`src/rtl/fifo_axi_w_drain_pkg.sv`:
```
// Shared types and constants for the DMA W-channel drain path.
// Contents: W_LEN_WIDTH (default AxLEN width), W_BUF_DEPTH (output skid buffer
// depth), W_OCC_WIDTH (buffer occupancy width), w_state_t (drain FSM states),
// w_beat_cnt_t (beats-per-burst count, one bit wider than AxLEN).
package redma_pkg;

    localparam int unsigned W_LEN_WIDTH = 8;
    localparam int unsigned W_BUF_DEPTH = 2;
    localparam int unsigned W_OCC_WIDTH = $clog2(W_BUF_DEPTH + 1);

    typedef enum logic [0:0] {
        W_IDLE  = 1'b0,
        W_BURST = 1'b1
    } w_state_t;

    // Holds AxLEN+1 without overflow for a full 2^LEN_WIDTH beat burst.
    typedef logic [W_LEN_WIDTH:0] w_beat_cnt_t;

endpackage

```
`src/rtl/fifo_axi_w_drain_if.sv`:
```
// Read port of the DMA data FIFO.
// Signals: read  - pop request from the reader (master)
//          empty - FIFO has no word available
//          data  - FIFO word, valid the cycle after read (registered read)
// Modports: master (the reader), slave (the FIFO).
interface FIFO_READ #(
    parameter int unsigned DATA_WIDTH = 512
);
    logic                  read;
    logic                  empty;
    logic [DATA_WIDTH-1:0] data;

    modport master (output read, input empty, input data);
    modport slave  (input read, output empty, output data);
endinterface

```
`src/rtl/fifo_axi_w_drain_out_buf.sv`:
```
// w_out_buf: 2-entry in-order queue of {data, last} feeding the AXI W channel.
// Ports: clk, rstn (sync, active-low)
//        push, push_data, push_last - enqueue one entry
//        pop                        - dequeue head entry
//        occ                        - number of valid entries (0..2)
//        head_data, head_last       - oldest entry, held until popped
module w_out_buf
    import redma_pkg::*;
#(
    parameter int unsigned DATA_WIDTH = 512
) (
    input  logic                   clk,
    input  logic                   rstn,
    input  logic                   push,
    input  logic [DATA_WIDTH-1:0]  push_data,
    input  logic                   push_last,
    input  logic                   pop,
    output logic [W_OCC_WIDTH-1:0] occ,
    output logic [DATA_WIDTH-1:0]  head_data,
    output logic                   head_last
);

    localparam int unsigned PTR_W = $clog2(W_BUF_DEPTH);

    logic [DATA_WIDTH-1:0]  mem_data [W_BUF_DEPTH];
    logic [W_BUF_DEPTH-1:0] mem_last;
    logic [PTR_W-1:0]       wr_ptr;
    logic [PTR_W-1:0]       rd_ptr;

    // Wide data storage carries no reset; only the control state is cleared.
    always_ff @(posedge clk) begin
        if (push) begin
            mem_data[wr_ptr] <= push_data;
        end
    end

    always_ff @(posedge clk) begin
        if (!rstn) begin
            mem_last <= '0;
            wr_ptr   <= '0;
            rd_ptr   <= '0;
            occ      <= '0;
        end else begin
            if (push) begin
                mem_last[wr_ptr] <= push_last;
                wr_ptr           <= wr_ptr + PTR_W'(1);
            end
            if (pop) begin
                rd_ptr <= rd_ptr + PTR_W'(1);
            end
            // Simultaneous push and pop leaves the occupancy unchanged.
            case ({push, pop})
                2'b10:   occ <= occ + W_OCC_WIDTH'(1);
                2'b01:   occ <= occ - W_OCC_WIDTH'(1);
                default: occ <= occ;
            endcase
        end
    end

    assign head_data = mem_data[rd_ptr];
    assign head_last = mem_last[rd_ptr];

endmodule

```
`src/rtl/fifo_axi_w_drain.sv`:
```
// fifo_axi_w_drain: drains the DMA data FIFO into the AXI4 W channel, one burst
// per command, at up to one beat per cycle under back-pressure.
// Ports: clk, rstn (sync, active-low)
//        cmd_valid/cmd_ready/cmd_len - burst command (cmd_len = beats-1)
//        fifo_rd                     - FIFO_READ.master (read, empty, data)
//        m_wdata/m_wstrb/m_wlast/m_wvalid/m_wready - AXI4 W channel
//        beat_cnt (only with REDMA_W_BEAT_CNT_EN) - W handshakes since reset
// Optional feature macro: REDMA_W_BEAT_CNT_EN.
module fifo_axi_w_drain
    import redma_pkg::*;
#(
    parameter int unsigned DATA_WIDTH = 512,
    parameter int unsigned LEN_WIDTH  = W_LEN_WIDTH
) (
    input  logic                    clk,
    input  logic                    rstn,
    input  logic                    cmd_valid,
    output logic                    cmd_ready,
    input  logic [LEN_WIDTH-1:0]    cmd_len,
    FIFO_READ.master                fifo_rd,
    output logic [DATA_WIDTH-1:0]   m_wdata,
    output logic [DATA_WIDTH/8-1:0] m_wstrb,
    output logic                    m_wlast,
    output logic                    m_wvalid,
    input  logic                    m_wready
`ifdef REDMA_W_BEAT_CNT_EN
    ,
    output logic [31:0]             beat_cnt
`endif
);

    localparam int unsigned CNT_W = LEN_WIDTH + 1;
    localparam int unsigned LVL_W = W_OCC_WIDTH + 1;

    w_state_t               state;
    logic [CNT_W-1:0]       rd_left;
    logic                   inflight;
    logic                   inflight_last;
    logic [W_OCC_WIDTH-1:0] occ;
    logic                   head_last;
    logic                   pop_c;
    logic                   rd_c;
    logic [LVL_W-1:0]       level_c;

    // Entries held or on their way after this cycle's pop; a read needs a free slot.
    assign level_c = LVL_W'(occ) + LVL_W'(inflight) - LVL_W'(pop_c);
    assign rd_c    = rstn && (state == W_BURST) && (rd_left != '0) && !fifo_rd.empty
                     && (level_c < LVL_W'(W_BUF_DEPTH));

    assign fifo_rd.read = rd_c;
    assign cmd_ready    = rstn && (state == W_IDLE);
    assign m_wvalid     = rstn && (occ != '0);
    assign pop_c        = m_wvalid && m_wready;
    assign m_wlast      = m_wvalid && head_last;
    assign m_wstrb      = '1;

    // Burst control: command capture, read countdown, and read-latency tracking.
    always_ff @(posedge clk) begin
        if (!rstn) begin
            state         <= W_IDLE;
            rd_left       <= '0;
            inflight      <= 1'b0;
            inflight_last <= 1'b0;
        end else begin
            inflight      <= rd_c;
            inflight_last <= rd_c && (rd_left == CNT_W'(1));
            case (state)
                W_IDLE: begin
                    if (cmd_valid && cmd_ready) begin
                        rd_left <= CNT_W'(cmd_len) + CNT_W'(1);
                        state   <= W_BURST;
                    end
                end
                W_BURST: begin
                    if (rd_c) begin
                        rd_left <= rd_left - CNT_W'(1);
                    end
                    if (pop_c && m_wlast) begin
                        state <= W_IDLE;
                    end
                end
                default: state <= W_IDLE;
            endcase
        end
    end

    // FIFO data lands in the buffer the cycle after its read was issued.
    w_out_buf #(
        .DATA_WIDTH (DATA_WIDTH)
    ) u_buf (
        .clk       (clk),
        .rstn      (rstn),
        .push      (inflight),
        .push_data (fifo_rd.data),
        .push_last (inflight_last),
        .pop       (pop_c),
        .occ       (occ),
        .head_data (m_wdata),
        .head_last (head_last)
    );

`ifdef REDMA_W_BEAT_CNT_EN
    // Free-running W handshake counter, wraps modulo 2^32.
    always_ff @(posedge clk) begin
        if (!rstn) begin
            beat_cnt <= '0;
        end else if (pop_c) begin
            beat_cnt <= beat_cnt + 32'd1;
        end
    end
`endif

endmodule

```
`src/flat_wrapper.sv`:
```
// flat-port wrapper written by rule: the top's interface ports become plain ports
module fifo_axi_w_drain_flat import redma_pkg::*;
#(
    parameter int unsigned DATA_WIDTH = 512,
    parameter int unsigned LEN_WIDTH  = W_LEN_WIDTH
)
  (clk, rstn, cmd_valid, cmd_ready, cmd_len, m_wdata, m_wstrb, m_wlast, m_wvalid, m_wready, fifo_rd_read, fifo_rd_empty, fifo_rd_data);
  FIFO_READ #(.DATA_WIDTH(DATA_WIDTH)) fifo_rd_i ();
  input  logic clk;
  input  logic rstn;
  input  logic cmd_valid;
  output logic cmd_ready;
  input  logic [LEN_WIDTH-1:0] cmd_len;
  output logic [DATA_WIDTH-1:0] m_wdata;
  output logic [DATA_WIDTH/8-1:0] m_wstrb;
  output logic m_wlast;
  output logic m_wvalid;
  input  logic m_wready;
  output wire logic [$bits(fifo_rd_i.read)-1:0] fifo_rd_read;
  input wire logic [$bits(fifo_rd_i.empty)-1:0] fifo_rd_empty;
  input wire logic [$bits(fifo_rd_i.data)-1:0] fifo_rd_data;
  assign fifo_rd_read = fifo_rd_i.read;
  assign fifo_rd_i.empty = fifo_rd_empty;
  assign fifo_rd_i.data = fifo_rd_data;
  fifo_axi_w_drain #(.DATA_WIDTH(DATA_WIDTH), .LEN_WIDTH(LEN_WIDTH)) u_core (.clk(clk), .rstn(rstn), .cmd_valid(cmd_valid), .cmd_ready(cmd_ready), .cmd_len(cmd_len), .fifo_rd(fifo_rd_i), .m_wdata(m_wdata), .m_wstrb(m_wstrb), .m_wlast(m_wlast), .m_wvalid(m_wvalid), .m_wready(m_wready));
endmodule
```
`config.mk`:
```
export PLATFORM = sky130hd
export DESIGN_NAME = fifo_axi_w_drain_flat
export DESIGN_NICKNAME = d
export VERILOG_FILES = /design/src/rtl/fifo_axi_w_drain_pkg.sv /design/src/rtl/fifo_axi_w_drain_if.sv /design/src/rtl/fifo_axi_w_drain_out_buf.sv /design/src/rtl/fifo_axi_w_drain.sv /design/src/flat_wrapper.sv
export SDC_FILE = /design/constraint.sdc
export NUM_CORES = 1
export LEC_CHECK = 0
export CELL_PAD_IN_SITES_DETAIL_PLACEMENT = 1
export CELL_PAD_IN_SITES_GLOBAL_PLACEMENT = 2
export CORE_AREA = 2 2 428 430
export DETAILED_ROUTE_END_ITERATION = 8
export DIE_AREA = 0 0 430 432
export DONT_BUFFER_PORTS = 1
export PLACE_DENSITY = 0.44
export SYNTH_ARGS = -nofsm -noshare
export SYNTH_HDL_FRONTEND = slang
export SYNTH_SLANG_ARGS = --single-unit
```
`constraint.sdc`:
```
create_clock -name clk -period 13.4 [get_ports clk]
set_input_delay 1.34 -clock clk [delete_from_list [all_inputs] [get_ports clk]]
set_output_delay 1.34 -clock clk [all_outputs]
set_load 0.02 [all_outputs]
```
## After elaboration in Yosys (flattened, before gate mapping)

Memory sizes are Yosys's and may differ from the RTL's. A register that Yosys moved wholly into a read port is not among the register bits.
Cells that the tools add are included.

| storage, ports and cells | value |
|---|---|
| register bits after elaboration | 18 |
| memory bits (writable) | 1,024 |
| bits of input ports | 525 |
| output and inout bits | 580 |
| logic and storage cells | 60 |
| memories | 1 |

| operators by class | value |
|---|---|
| add/sub/neg operators | 8 |
| order comparisons | 4 |
| eq/ne operators | 5 |
| muxes and demuxes | 16 |
| bitwise gates (word level) | 1 |
| reductions and logical operators | 17 |

Memories:

| name | depth | bits a word | read ports | clocked after memory_dff | wr ports | RTL line | source |
|---|---|---|---|---|---|---|---|
| u_core.u_buf.mem_data | 2 | 512 | 1 | 1 | 1 | fifo_axi_w_drain_out_buf.sv:25 | `logic [DATA_WIDTH-1:0] mem_data [W_BUF_DEPTH];` |

Operator list:

| cell | number |
|---|---|
| $mux 9 | 2 |
| $pmux 9 s2 | 1 |
| $logic_and 1x1->1 | 12 |
| $add 8x1->9 const B | 1 |
| $eq 9x1->1 const B | 1 |
| $mux 1 | 9 |
| $reduce_bool 9->1 | 1 |
| $sub 9x1->9 const B | 1 |
| $lt 1x2->1 const B | 2 |
| $ne 2x2->1 const B | 2 |
| $pmux 2 s2 | 1 |
| $reduce_bool 2->1 | 2 |
| $add 2x1->3 | 1 |
| $lt 3x2->1 const B | 1 |
| $sub 3x1->3 | 1 |
| $add 1x1->1 const B | 2 |
| $add 2x1->2 const B | 1 |
| $bwmux 2 | 1 |
| $eq 2x1->1 const B | 1 |
| $eq 2x2->1 const B | 1 |
| $pmux 1 s2 | 1 |
| $reduce_and 2->1 | 1 |
| $sub 2x1->2 const B | 1 |
| $demux 1 s1 | 1 |
| 3 further kinds | 3 |

## Depth between registers and ports, before layout

| logic depth | value |
|---|---|
| depth in word-level cells | 8 |
| mapped depth | 11 |
| mapped depth without buffers | 9 |

## Cells and area by module

From an unflattened synthesis, not the netlist that was laid out.

| second synthesis, totals | value |
|---|---|
| cells, all modules | 1,802 |
| area, all modules | 38,846.0 um^2 |

By module, submodules not included:

| module | instances | cells each | area each (um^2) | sequential area each (um^2) |
|---|---|---|---|---|
| w_out_buf | 1 | 1,621 | 37,449.7 | 30,889.6 |
| fifo_axi_w_drain | 1 | 181 | 1,396.3 | 240.2 |

## Least setup slack after synthesis

OpenSTA, ideal clock, no wires.

| timing path | value |
|---|---|
| path kind | flip-flop to flip-flop |
| start point | reg u_core.inflight |
| end point | reg u_core.u_buf.mem_last[1] |
| setup time | 154 ps |
| data arrival time | 13,090 ps |
| data required time | 13,246 ps |
| path slack | 156 ps |
| stages on the path, launching flop included | 5 |
| path buffers | 1 |
| period minus slack after synthesis | 13,244 ps |
| path through | dfxtp_1 clkbuf_1 and2_1 mux2i_1 nor2b_1 |

RTL lines:

| item | RTL line | source |
|---|---|---|
| from (decl) | fifo_axi_w_drain.sv:37 | `logic inflight;` |
| from (signal assigned) | fifo_axi_w_drain.sv:65 | `inflight <= rd_c;` |
| to (signal, indexed assignment) | fifo_axi_w_drain_out_buf.sv:45 | `mem_last[wr_ptr] <= push_last;` |
| to (decl) | fifo_axi_w_drain_out_buf.sv:26 | `logic [W_BUF_DEPTH-1:0] mem_last;` |

==> flow_metrics.env <==
export IMPL_outcome="finished, final reports clean"
export IMPL_layout_setup_ws_ps=7980
export IMPL_drc=0
export IMPL_tritoncts="built"
export IMPL_timing_final_crit_share=0.404
export IMPL_power_frac_comb=0.045
export IMPL_finalSetupViolCount=0
export IMPL_cts_htree_levels=3
export IMPL_gp_congestion=0.805
export IMPL_cp_end_kind="primary output"
export IMPL_routed_wl_microns=112000
export IMPL_ys_types=50
export IMPL_final_cell_mix="edfxtp_1 (1024), mux2_2 (512), clkbuf_16 (116), conb_1 (64), clkinv_1 (38)"
export IMPL_clkTransAtPathRegs_ps=60
export IMPL_cts_root_buf="clkbuf_16"
export IMPL_cts_buffer_depth=3
export IMPL_fp_coreArea_sq_um=182000
export IMPL_fin_hold_ws_ps=494
export IMPL_slew_headroom=0.140
export IMPL_wl_per_cell_microns=25.7
export IMPL_critPathBufInv=2
export IMPL_seq_area_frac_synth=0.808
export IMPL_crit_arrival_ps=4080
export IMPL_pwr_share_clk=0.433
export IMPL_internal_power_mw=5.48
export IMPL_fp_dieH_microns=432
export IMPL_power_density_nw_per_um2=157
export IMPL_seq_power_share=0.523
export IMPL_fin_area_sq_um=44800
export IMPL_start_kind="flip-flop"
export IMPL_layout_min_cycle_time_ps=5420
export IMPL_dp_cells=4138
export IMPL_switching_share=0.222
export IMPL_p_leak_nw=13.6
export IMPL_rsz0062_at_grt="false"
export IMPL_total_power_mw=7.05
export IMPL_num_io_pins=1105
export IMPL_dpl_hpwl_microns=81600
export IMPL_clkLatencyLatePin_ps=750
export IMPL_grt_pass1_wl_microns=151000
export IMPL_finalClockSkew_ps=37.8
export IMPL_start_util=0.212
export IMPL_hold_buffers=0
export IMPL_cpPeakStageDelay_ps=920
export IMPL_firstDrtPassIters=4
export IMPL_synth_edf_count=1024
export IMPL_worstPathRequired_ps=12060
export IMPL_synth_async_reset_ratio=0
export IMPL_synth_area_sq_um=38500
export IMPL_ant_nets=0
export IMPL_cpLargestDelayFamily="buffers and inverters"
export IMPL_grt_pass1_vias=18064
export IMPL_post_cts_resized=0
export IMPL_io_buffers=0
export IMPL_crit_type="reg -> out"
export IMPL_grt_start_max_net_pins=159
export IMPL_rows=157
export IMPL_ir_worst_vdd_mv=0.114
export IMPL_die_w_microns=430
export IMPL_p_sw_mw=1.57
export IMPL_grt_total_usage=0.116
export IMPL_cap_violations=0
export IMPL_cts_made_buffers=115
export IMPL_drv_slew=0
export IMPL_finalNetCount=2399
export IMPL_drive_above_1_share=0.361
export IMPL_fmax_mhz=185
export IMPL_final_common_cell="edfxtp_1"
export IMPL_via_per_inst=3.82
export IMPL_yosysWarnings=0
export IMPL_preCtsSetupSlack_ps=8680
export IMPL_ys_seq_elements=1043
export IMPL_drt_iter0_markers=899
export IMPL_synth_flop_cell="edfxtp_1"
export IMPL_postCtsSetupBuffers=0
export IMPL_syn_avg_cell_area_sq_um=21.4
export IMPL_hold_violations=0
export IMPL_grt_overflow_total=0
export IMPL_hold_class="reg -> reg"
export IMPL_antenna_found_initial=14
export IMPL_cp_max_fo=158
export IMPL_vias=16677
export IMPL_fin_util=0.247
export IMPL_clkSinkCount=1043
export IMPL_placed_cell_area_sq_um=41200
export IMPL_tightest_slew_ps=1290
export IMPL_fin_cells=4361
export IMPL_crit_chain="buf_12 > buf_4 > mux2_2"
export IMPL_tns_ps=0
export IMPL_area_delta_synth_final_pct=16.3
export IMPL_postSynthCellCount=1802
export IMPL_crit_slowest_cell="dfxtp_4"
export IMPL_die_area_sq_um=186000
==> kinds of logic (layout without fill, tap and decap cells) <==
logic type               after synthesis  after routing  synth area share
AO/OA/AOI/OAI                         39             39           0.00770
XOR/XNOR                              10             10           0.00227
adder cells (fa/ha/maj)                4              4           0.00149
buffers and inverters                134            237            0.0212
flip-flops                          1043           1043             0.808
multiplexers                         516            516             0.151
other                                  1             72         0.0000973
AND/OR/NAND/NOR                       55             55           0.00877
==> state kept, by name, indices dropped and copies added (netlist names), named ones only <==
| register | cells |
|---|---|
| u_core.rd_left | 9 |
| u_core.u_buf.rd_ptr | 1 |
| u_core.u_buf.mem_last | 2 |
| u_core.inflight | 1 |
| u_core.u_buf.mem_data | 1024 |
| u_core.inflight_last | 1 |
| u_core.state | 1 |
| u_core.u_buf.wr_ptr | 1 |
| u_core.u_buf.occ | 2 |
==> metal layers <==
metal / global-route usage / wire [microns] / vias up
met3: 0.0437 / 9090 / 149
li1: - / - / 7152
met1: 0.117 / 38800 / 8773
met2: 0.217 / 61800 / 599
met5: 0 / 27 / -
met4: 0.0380 / 2460 / 4
==> Yosys cell counts, drive strengths merged (5+ instances only) <==
cell type | instances | share of area
dfxtp | 19 | 0.0099
edfxtp | 1024 | 0.80
nand3 | 6 | 0.00078
nor2b | 6 | 0.00097
inv | 6 | 0.00058
nor2 | 11 | 0.0013
clkbuf | 11 | 0.0011
nand2 | 13 | 0.0013
a21oi | 5 | 0.00075
o21ai | 11 | 0.0014
mux2 | 512 | 0.15
buf | 117 | 0.020
xnor2 | 6 | 0.0014
==> worst min-delay path, stage by stage (launching register included) <==
cell and delay [ps]:
dfxtp_1 310, nand2b_1 60, a21boi_0 70
==> path summary, 6_finish.rpt <==
path                                                        from                                       to  slack, ps  cells past startpoint
worst min register to register  u_core.u_buf.wr_ptr$_SDFFE_PN0P_         u_core.u_buf.wr_ptr$_SDFFE_PN0P_        490                      2
worst min-delay path            u_core.u_buf.wr_ptr$_SDFFE_PN0P_         u_core.u_buf.wr_ptr$_SDFFE_PN0P_        490                      2
worst max register to register        u_core.inflight$_SDFF_PN0_  u_core.u_buf.mem_data[1][227]$_DFFE_PP_       8790                      4
worst max-delay path                                   flip-flop                             m_wdata[157]       7980                      3
==> final cells by class <==
class	count	area, sq um
timing repair buffer	16	183
clock buffer	129	2950
multi-input combinational	688	6830
fill	18847	137000
antenna	8	20.0
tap	2385	2980
clock inverter	86	701
inverter	6	30.0
sequential	1043	31100
==> power by group through the flow <==
stage	Sequential [mW]	Combinational [mW]	Clock, mW
after global placement	3.75	0.321	0
after floorplan	3.78	0.263	0
after detailed placement	3.75	0.324	0
final	3.68	0.317	3.05
after global routing	3.69	0.333	3.28
after CTS	3.68	0.325	3.17
Note: power is estimated with default switching activity, not from simulation.
